### config.mk
export PLATFORM = sky130hd
export DESIGN_NAME = dino_jump_ctrl_flat
export DESIGN_NICKNAME = d
export VERILOG_FILES = /design/src/rtl/dino_jump_if.sv /design/src/rtl/dino_jump_ctrl.sv /design/src/flat_wrapper.sv
export SDC_FILE = /design/constraint.sdc
export NUM_CORES = 1
export LEC_CHECK = 0
export ABC_AREA = 1
export ABC_CLOCK_PERIOD_IN_PS = 3700
export BUFFER_PORTS_ARGS = -buffer_cell sky130_fd_sc_hd__buf_4
export CAP_MARGIN = 25
export CORE_UTILIZATION = 50
export CTS_BUF_LIST = sky130_fd_sc_hd__clkbuf_8
export CTS_CLUSTER_DIAMETER = 100
export CTS_CLUSTER_SIZE = 10
export DETAILED_ROUTE_END_ITERATION = 7
export HOLD_SLACK_MARGIN = 0.15
export PLACE_DENSITY = 0.77
export SYNTH_ARGS = -nofsm -noshare
export SYNTH_HDL_FRONTEND = slang
export SYNTH_SLANG_ARGS = --single-unit
### constraint.sdc
create_clock -name clk -period 3.7 [get_ports clk]
set_input_delay 0.74 -clock clk [delete_from_list [all_inputs] [get_ports clk]]
set_output_delay 0.74 -clock clk [all_outputs]
set_load 0.05 [all_outputs]
### src/rtl/dino_jump_if.sv
// Keypad/divider inputs and sprite outputs shared between the jump controller
// and whatever drives it (scanner/divider side = master, controller = slave).
interface dino_jump_if;
  logic [4:0] key_code;
  logic       key_ready;
  logic       tick;
  logic       freeze;
  logic [8:0] dino_y;
  logic       jumping;
  logic       ducking;
  logic [7:0] jump_count;

  modport master (
    output key_code, key_ready, tick, freeze,
    input  dino_y, jumping, ducking, jump_count
  );

  modport slave (
    input  key_code, key_ready, tick, freeze,
    output dino_y, jumping, ducking, jump_count
  );
endinterface

### src/rtl/dino_jump_ctrl.sv
// Dinosaur vertical motion controller: turns keypad press events and divider
// tick edges into sprite row, pose flags and a saturating jump counter.
module dino_jump_ctrl #(
  parameter int         GROUND_Y   = 240,
  parameter int         JUMP_STEP  = 4,
  parameter int         RISE_STEPS = 32,
  parameter int         DUCK_STEPS = 16,
  parameter logic [4:0] JUMP_KEY   = 5'h10,
  parameter logic [4:0] DUCK_KEY   = 5'h11
) (
  input  logic        clk,
  input  logic        rst,
  dino_jump_if.slave  bus
);

  localparam logic [8:0] GY = 9'(GROUND_Y);
  localparam logic [8:0] JS = 9'(JUMP_STEP);
  localparam logic [8:0] RS = 9'(RISE_STEPS);
  localparam logic [8:0] DS = 9'(DUCK_STEPS);

  typedef enum logic [1:0] {GROUND, RISE, FALL, DUCK} state_t;

  state_t     state, state_n;
  logic [8:0] dino_y, dino_y_n;
  logic [7:0] step_cnt, step_cnt_n;
  logic       fast, fast_n;
  logic [7:0] jump_count, jump_count_n;
  logic       key_ready_d, tick_d;

  logic       press, step, jump_press, duck_press;
  logic [8:0] cnt_inc;
  logic [9:0] fall_size, fall_sum;

  function automatic logic [7:0] sat_inc8(input logic [7:0] v);
    return (v == 8'hFF) ? v : v + 8'd1;
  endfunction

  assign press      = bus.key_ready & ~key_ready_d;
  assign step       = bus.tick & ~tick_d;
  assign jump_press = press && (bus.key_code == JUMP_KEY);
  assign duck_press = press && (bus.key_code == DUCK_KEY);
  assign cnt_inc    = {1'b0, step_cnt} + 9'd1;
  assign fall_size  = fast ? {JS, 1'b0} : {1'b0, JS};
  // 10-bit sum so a fast step near the ground cannot wrap past the clamp
  assign fall_sum   = {1'b0, dino_y} + fall_size;

  always_ff @(posedge clk) begin
    if (rst) begin
      state       <= GROUND;
      dino_y      <= GY;
      step_cnt    <= 8'd0;
      fast        <= 1'b0;
      jump_count  <= 8'd0;
      key_ready_d <= 1'b0;
      tick_d      <= 1'b0;
    end else begin
      state       <= state_n;
      dino_y      <= dino_y_n;
      step_cnt    <= step_cnt_n;
      fast        <= fast_n;
      jump_count  <= jump_count_n;
      key_ready_d <= bus.key_ready;
      tick_d      <= bus.tick;
    end
  end

  always_comb begin
    state_n      = state;
    dino_y_n     = dino_y;
    step_cnt_n   = step_cnt;
    fast_n       = fast;
    jump_count_n = jump_count;
    // Frozen cycles drop events outright; edge detectors still track inputs
    if (!bus.freeze) begin
      unique case (state)
        GROUND: begin
          dino_y_n = GY;
          if (jump_press) begin
            state_n    = RISE;
            step_cnt_n = 8'd0;
            fast_n     = 1'b0;
          end else if (duck_press) begin
            state_n    = DUCK;
            step_cnt_n = 8'd0;
          end
        end
        RISE: begin
          if (duck_press) fast_n = 1'b1;
          if (step) begin
            dino_y_n = dino_y - JS;
            if (cnt_inc == RS) begin
              state_n    = FALL;
              step_cnt_n = 8'd0;
            end else begin
              step_cnt_n = cnt_inc[7:0];
            end
          end
        end
        FALL: begin
          if (duck_press) fast_n = 1'b1;
          if (step) begin
            if (fall_sum >= {1'b0, GY}) begin
              dino_y_n     = GY;
              state_n      = GROUND;
              fast_n       = 1'b0;
              jump_count_n = sat_inc8(jump_count);
            end else begin
              dino_y_n = fall_sum[8:0];
            end
          end
        end
        DUCK: begin
          dino_y_n = GY;
          if (jump_press) begin
            state_n    = RISE;
            step_cnt_n = 8'd0;
            fast_n     = 1'b0;
          end else if (duck_press) begin
            step_cnt_n = 8'd0;
          end else if (step) begin
            if (cnt_inc == DS) begin
              state_n    = GROUND;
              step_cnt_n = 8'd0;
            end else begin
              step_cnt_n = cnt_inc[7:0];
            end
          end
        end
        default: state_n = GROUND;
      endcase
    end
  end

  assign bus.dino_y     = dino_y;
  assign bus.jumping    = (state == RISE) || (state == FALL);
  assign bus.ducking    = (state == DUCK);
  assign bus.jump_count = jump_count;

endmodule

### src/flat_wrapper.sv
// flat-port wrapper written by rule: the top's interface ports become plain ports
module dino_jump_ctrl_flat 
#(
  parameter int         GROUND_Y   = 240,
  parameter int         JUMP_STEP  = 4,
  parameter int         RISE_STEPS = 32,
  parameter int         DUCK_STEPS = 16,
  parameter logic [4:0] JUMP_KEY   = 5'h10,
  parameter logic [4:0] DUCK_KEY   = 5'h11
)
  (clk, rst, bus_key_code, bus_key_ready, bus_tick, bus_freeze, bus_dino_y, bus_jumping, bus_ducking, bus_jump_count);
  dino_jump_if bus_i ();
  input  logic clk;
  input  logic rst;
  input wire logic [$bits(bus_i.key_code)-1:0] bus_key_code;
  input wire logic [$bits(bus_i.key_ready)-1:0] bus_key_ready;
  input wire logic [$bits(bus_i.tick)-1:0] bus_tick;
  input wire logic [$bits(bus_i.freeze)-1:0] bus_freeze;
  output wire logic [$bits(bus_i.dino_y)-1:0] bus_dino_y;
  output wire logic [$bits(bus_i.jumping)-1:0] bus_jumping;
  output wire logic [$bits(bus_i.ducking)-1:0] bus_ducking;
  output wire logic [$bits(bus_i.jump_count)-1:0] bus_jump_count;
  assign bus_i.key_code = bus_key_code;
  assign bus_i.key_ready = bus_key_ready;
  assign bus_i.tick = bus_tick;
  assign bus_i.freeze = bus_freeze;
  assign bus_dino_y = bus_i.dino_y;
  assign bus_jumping = bus_i.jumping;
  assign bus_ducking = bus_i.ducking;
  assign bus_jump_count = bus_i.jump_count;
  dino_jump_ctrl #(.GROUND_Y(GROUND_Y), .JUMP_STEP(JUMP_STEP), .RISE_STEPS(RISE_STEPS), .DUCK_STEPS(DUCK_STEPS), .JUMP_KEY(JUMP_KEY), .DUCK_KEY(DUCK_KEY)) u_core (.clk(clk), .rst(rst), .bus(bus_i));
endmodule
==> flow_metrics.tcl <==
set metrics [dict create \
    status "finished, final reports clean" \
    post-place-ws_ns 1.50 \
    cap_violations 0 \
    antenna_found_initial 0 \
    cts_tree "done" \
    crit_required_ns 3.92 \
    synth-seq-cells 28 \
    slew-limit-headroom_pct 60.8 \
    postCtsSetupRepairBufs 0 \
    grt_max_degree 17 \
    tightest_slew_ns 0.583 \
    worstSkewPairLatency_ns 0.28 \
    core_um2 3770 \
    worst_path_max_delay_cell "fa_1" \
    num_vias 1996 \
    start_util_pct 53.7 \
    n_fill_cell 364 \
    layout.nets 368 \
    layout_setup_ws_ns 1.47 \
    setup-violations-final 0 \
    grt-ovfl-total 0 \
    final_area_um2 2290 \
    slowest_delay_ns 0.39 \
    critPathLaunchType "flop" \
    fin_skew_ns 0.00518 \
    die_h_um 65.7 \
    power_density_nw_per_um2 573 \
    clockBufferDepth 2 \
    synth_edf_count 0 \
    endpoint_kind "flop" \
    layout_commonest_cell "nand2_1" \
    synth_top_flop_cell "dfxtp_1" \
    yosysSeqAreaShare_pct 27.7 \
    drt_first_pass_iters 5 \
    crit_path_max_fanout 4 \
    clk_pin_slew_ns 0.10 \
    worstPathArrival_ns 2.45 \
    min-delay-path-class "flop to flop" \
    fp-row-count 22 \
    yosysTopAreaCell "dfxtp_1" \
    track_usage_pct 22.0 \
    die_w_um 65.7 \
    placed_area_um2 2220 \
    rsz0062_at_grt "false" \
    syn2layout_area_growth_pct 13.2 \
    layout_common_cells "nand2_1 (86), inv_1 (50), nor2_1 (36)" \
    place.detailed.hpwl_mm 3.25 \
    final_core_utilization_pct 60.8 \
    syn_area_per_cell_um2 6.25 \
    finalSetupTns_ns 0 \
    ir_drop_mv 0.604 \
    power_leakage_uw 0.00106 \
    criticalPathCategory "flop to flop" \
    drive_gt1_share_pct 12.1 \
    die_area_um2 4310 \
    clock.fmax_mhz 448 \
    fin_crit_ns 2.23 \
    wl_per_cell_um 11.0 \
    synth_async_sr_flop_share_pct 0 \
    yosysWarnings 0 \
    cts_sinks 28 \
    yosysUniqueCellTypes 35 \
    slew_violations 0 \
    antennaDiodeCount 0 \
    synthTopCellsByArea "dfxtp_1 (28%), nand2_1 (16%), inv_1 (9.3%)" \
    cts-hold-fix-buffers 0 \
    power.total_uw 1310 \
    numPortBuffers 26 \
    period_share_pct 60.4 \
    cts_buffers 3 \
    cts-resized-gates 0 \
    detail_route.vias_per_cell 5.07 \
    io_pins 29 \
    hold_viol_final 0 \
    cts-root-buf "clkbuf_8" \
    drc 0 \
    gp_routability_congestion 0.822 \
    wl_mm 4.33 \
    grt_pass1_wl_mm 7.51 \
    antenna_left 0 \
    htree_levels 1 \
    cp_cell_sequence "inv_1, ha_1, inv_1, fa_1, inv_1, nand2_1, nor2_2, nand3_1, nand2_1, nand2_1, nand3_1, nand2_1, inv_1, nand3_2, nand2_1, nand2_1, nor2_1" \
    syn_inst 324 \
    synth_area_um2 2030 \
    cp_common_cell "nand2_1" \
    synth_top_area_share_pct 27.7 \
    grt_pass1_vias 1741 \
    first_iter_violations 117 \
]
==> kinds of logic (layout without fill, tap and decap cells) <==
| group | after synthesis | in the layout | synth area share (%) |
|---|---|---|---|
| simple gates | 171 | 171 | 36.4 |
| xor+xnor | 8 | 8 | 3.46 |
| buf+inv | 60 | 81 | 12.7 |
| compound gates | 45 | 45 | 12.4 |
| flops | 28 | 28 | 27.7 |
| other cells | 1 | 2 | 0.185 |
| fa+ha+maj | 11 | 11 | 7.16 |
==> synth_stat cells, types with 4 or more instances <==
master    n
inv_1    50
a21oi_1  21
nand2_1  86
o21ai_0  11
nor3_1    6
nor2_2    4
nand4_1   4
xor2_1    4
nand2_2   4
ha_1     10
xnor2_1   4
dfxtp_1  28
nor2_1   36
nand3_1  25
==> metal layers <==
metal | share of wire [%] | vias up | GRT usage [%]
li1 | - | 1065 | -
met5 | 0 | - | 0
met2 | 46 | 46 | 37.8
met1 | 50 | 883 | 28.1
met4 | 0.37 | 0 | 5.43
met3 | 3.7 | 2 | 3.65
==> state kept, by name (all words and copies together) (netlist names) <==
signal and cells:
u_core.key_ready_d 1, u_core.state 2, u_core.step_cnt 8, u_core.tick_d 1
u_core.bus.dino_y 7, u_core.bus.jump_count 8, u_core.fast 1
==> through the flow <==
stage               hold WS, ns  instances
floorplan                 0.453        325
global placement          0.467        390
detailed placement        0.491        390
CTS                       0.508        394
global route              0.529        394
finish                    0.505        394
==> final cells by class <==
class                           instances  area (um2)  area share, %
Multi-Input combinational cell        237        1210           52.8
Sequential cell                        28         561           24.5
Timing Repair Buffer                   26         195           8.52
Inverter                               51         194           8.46
Tap cell                               48        60.1           2.62
Clock buffer                            3        41.3           1.80
Clock inverter                          1        30.0           1.31
==> worst max-delay path: cells and delay by family, from the launching register on <==
kind	cells	cell delay [ns]
AND/OR/NAND/NOR	11	0.98
flip-flops	1	0.33
adder cells (fa/ha/maj)	2	0.56
buffers and inverters	4	0.29
==> where the power goes <==
group | internal [uW] | switching, uW | total, uW
Clock | 145 | 102 | 247
Combinational | 213 | 464 | 677
Sequential | 338 | 51.8 | 389
==> path summary, 6_finish.rpt <==
kind / endpoint / depth (start not counted) / slack (ns) / from
worst min register to register: u_core.step_cnt[7] / 2 / 0.51 / u_core.step_cnt[7]
worst min-delay path: u_core.step_cnt[7] / 2 / 0.51 / u_core.step_cnt[7]
worst max-delay path: u_core.state[1] / 17 / 1.47 / u_core.fast
worst max register to register: u_core.state[1] / 17 / 1.47 / u_core.fast
No activity file was read; power rests on OpenSTA's default activity.
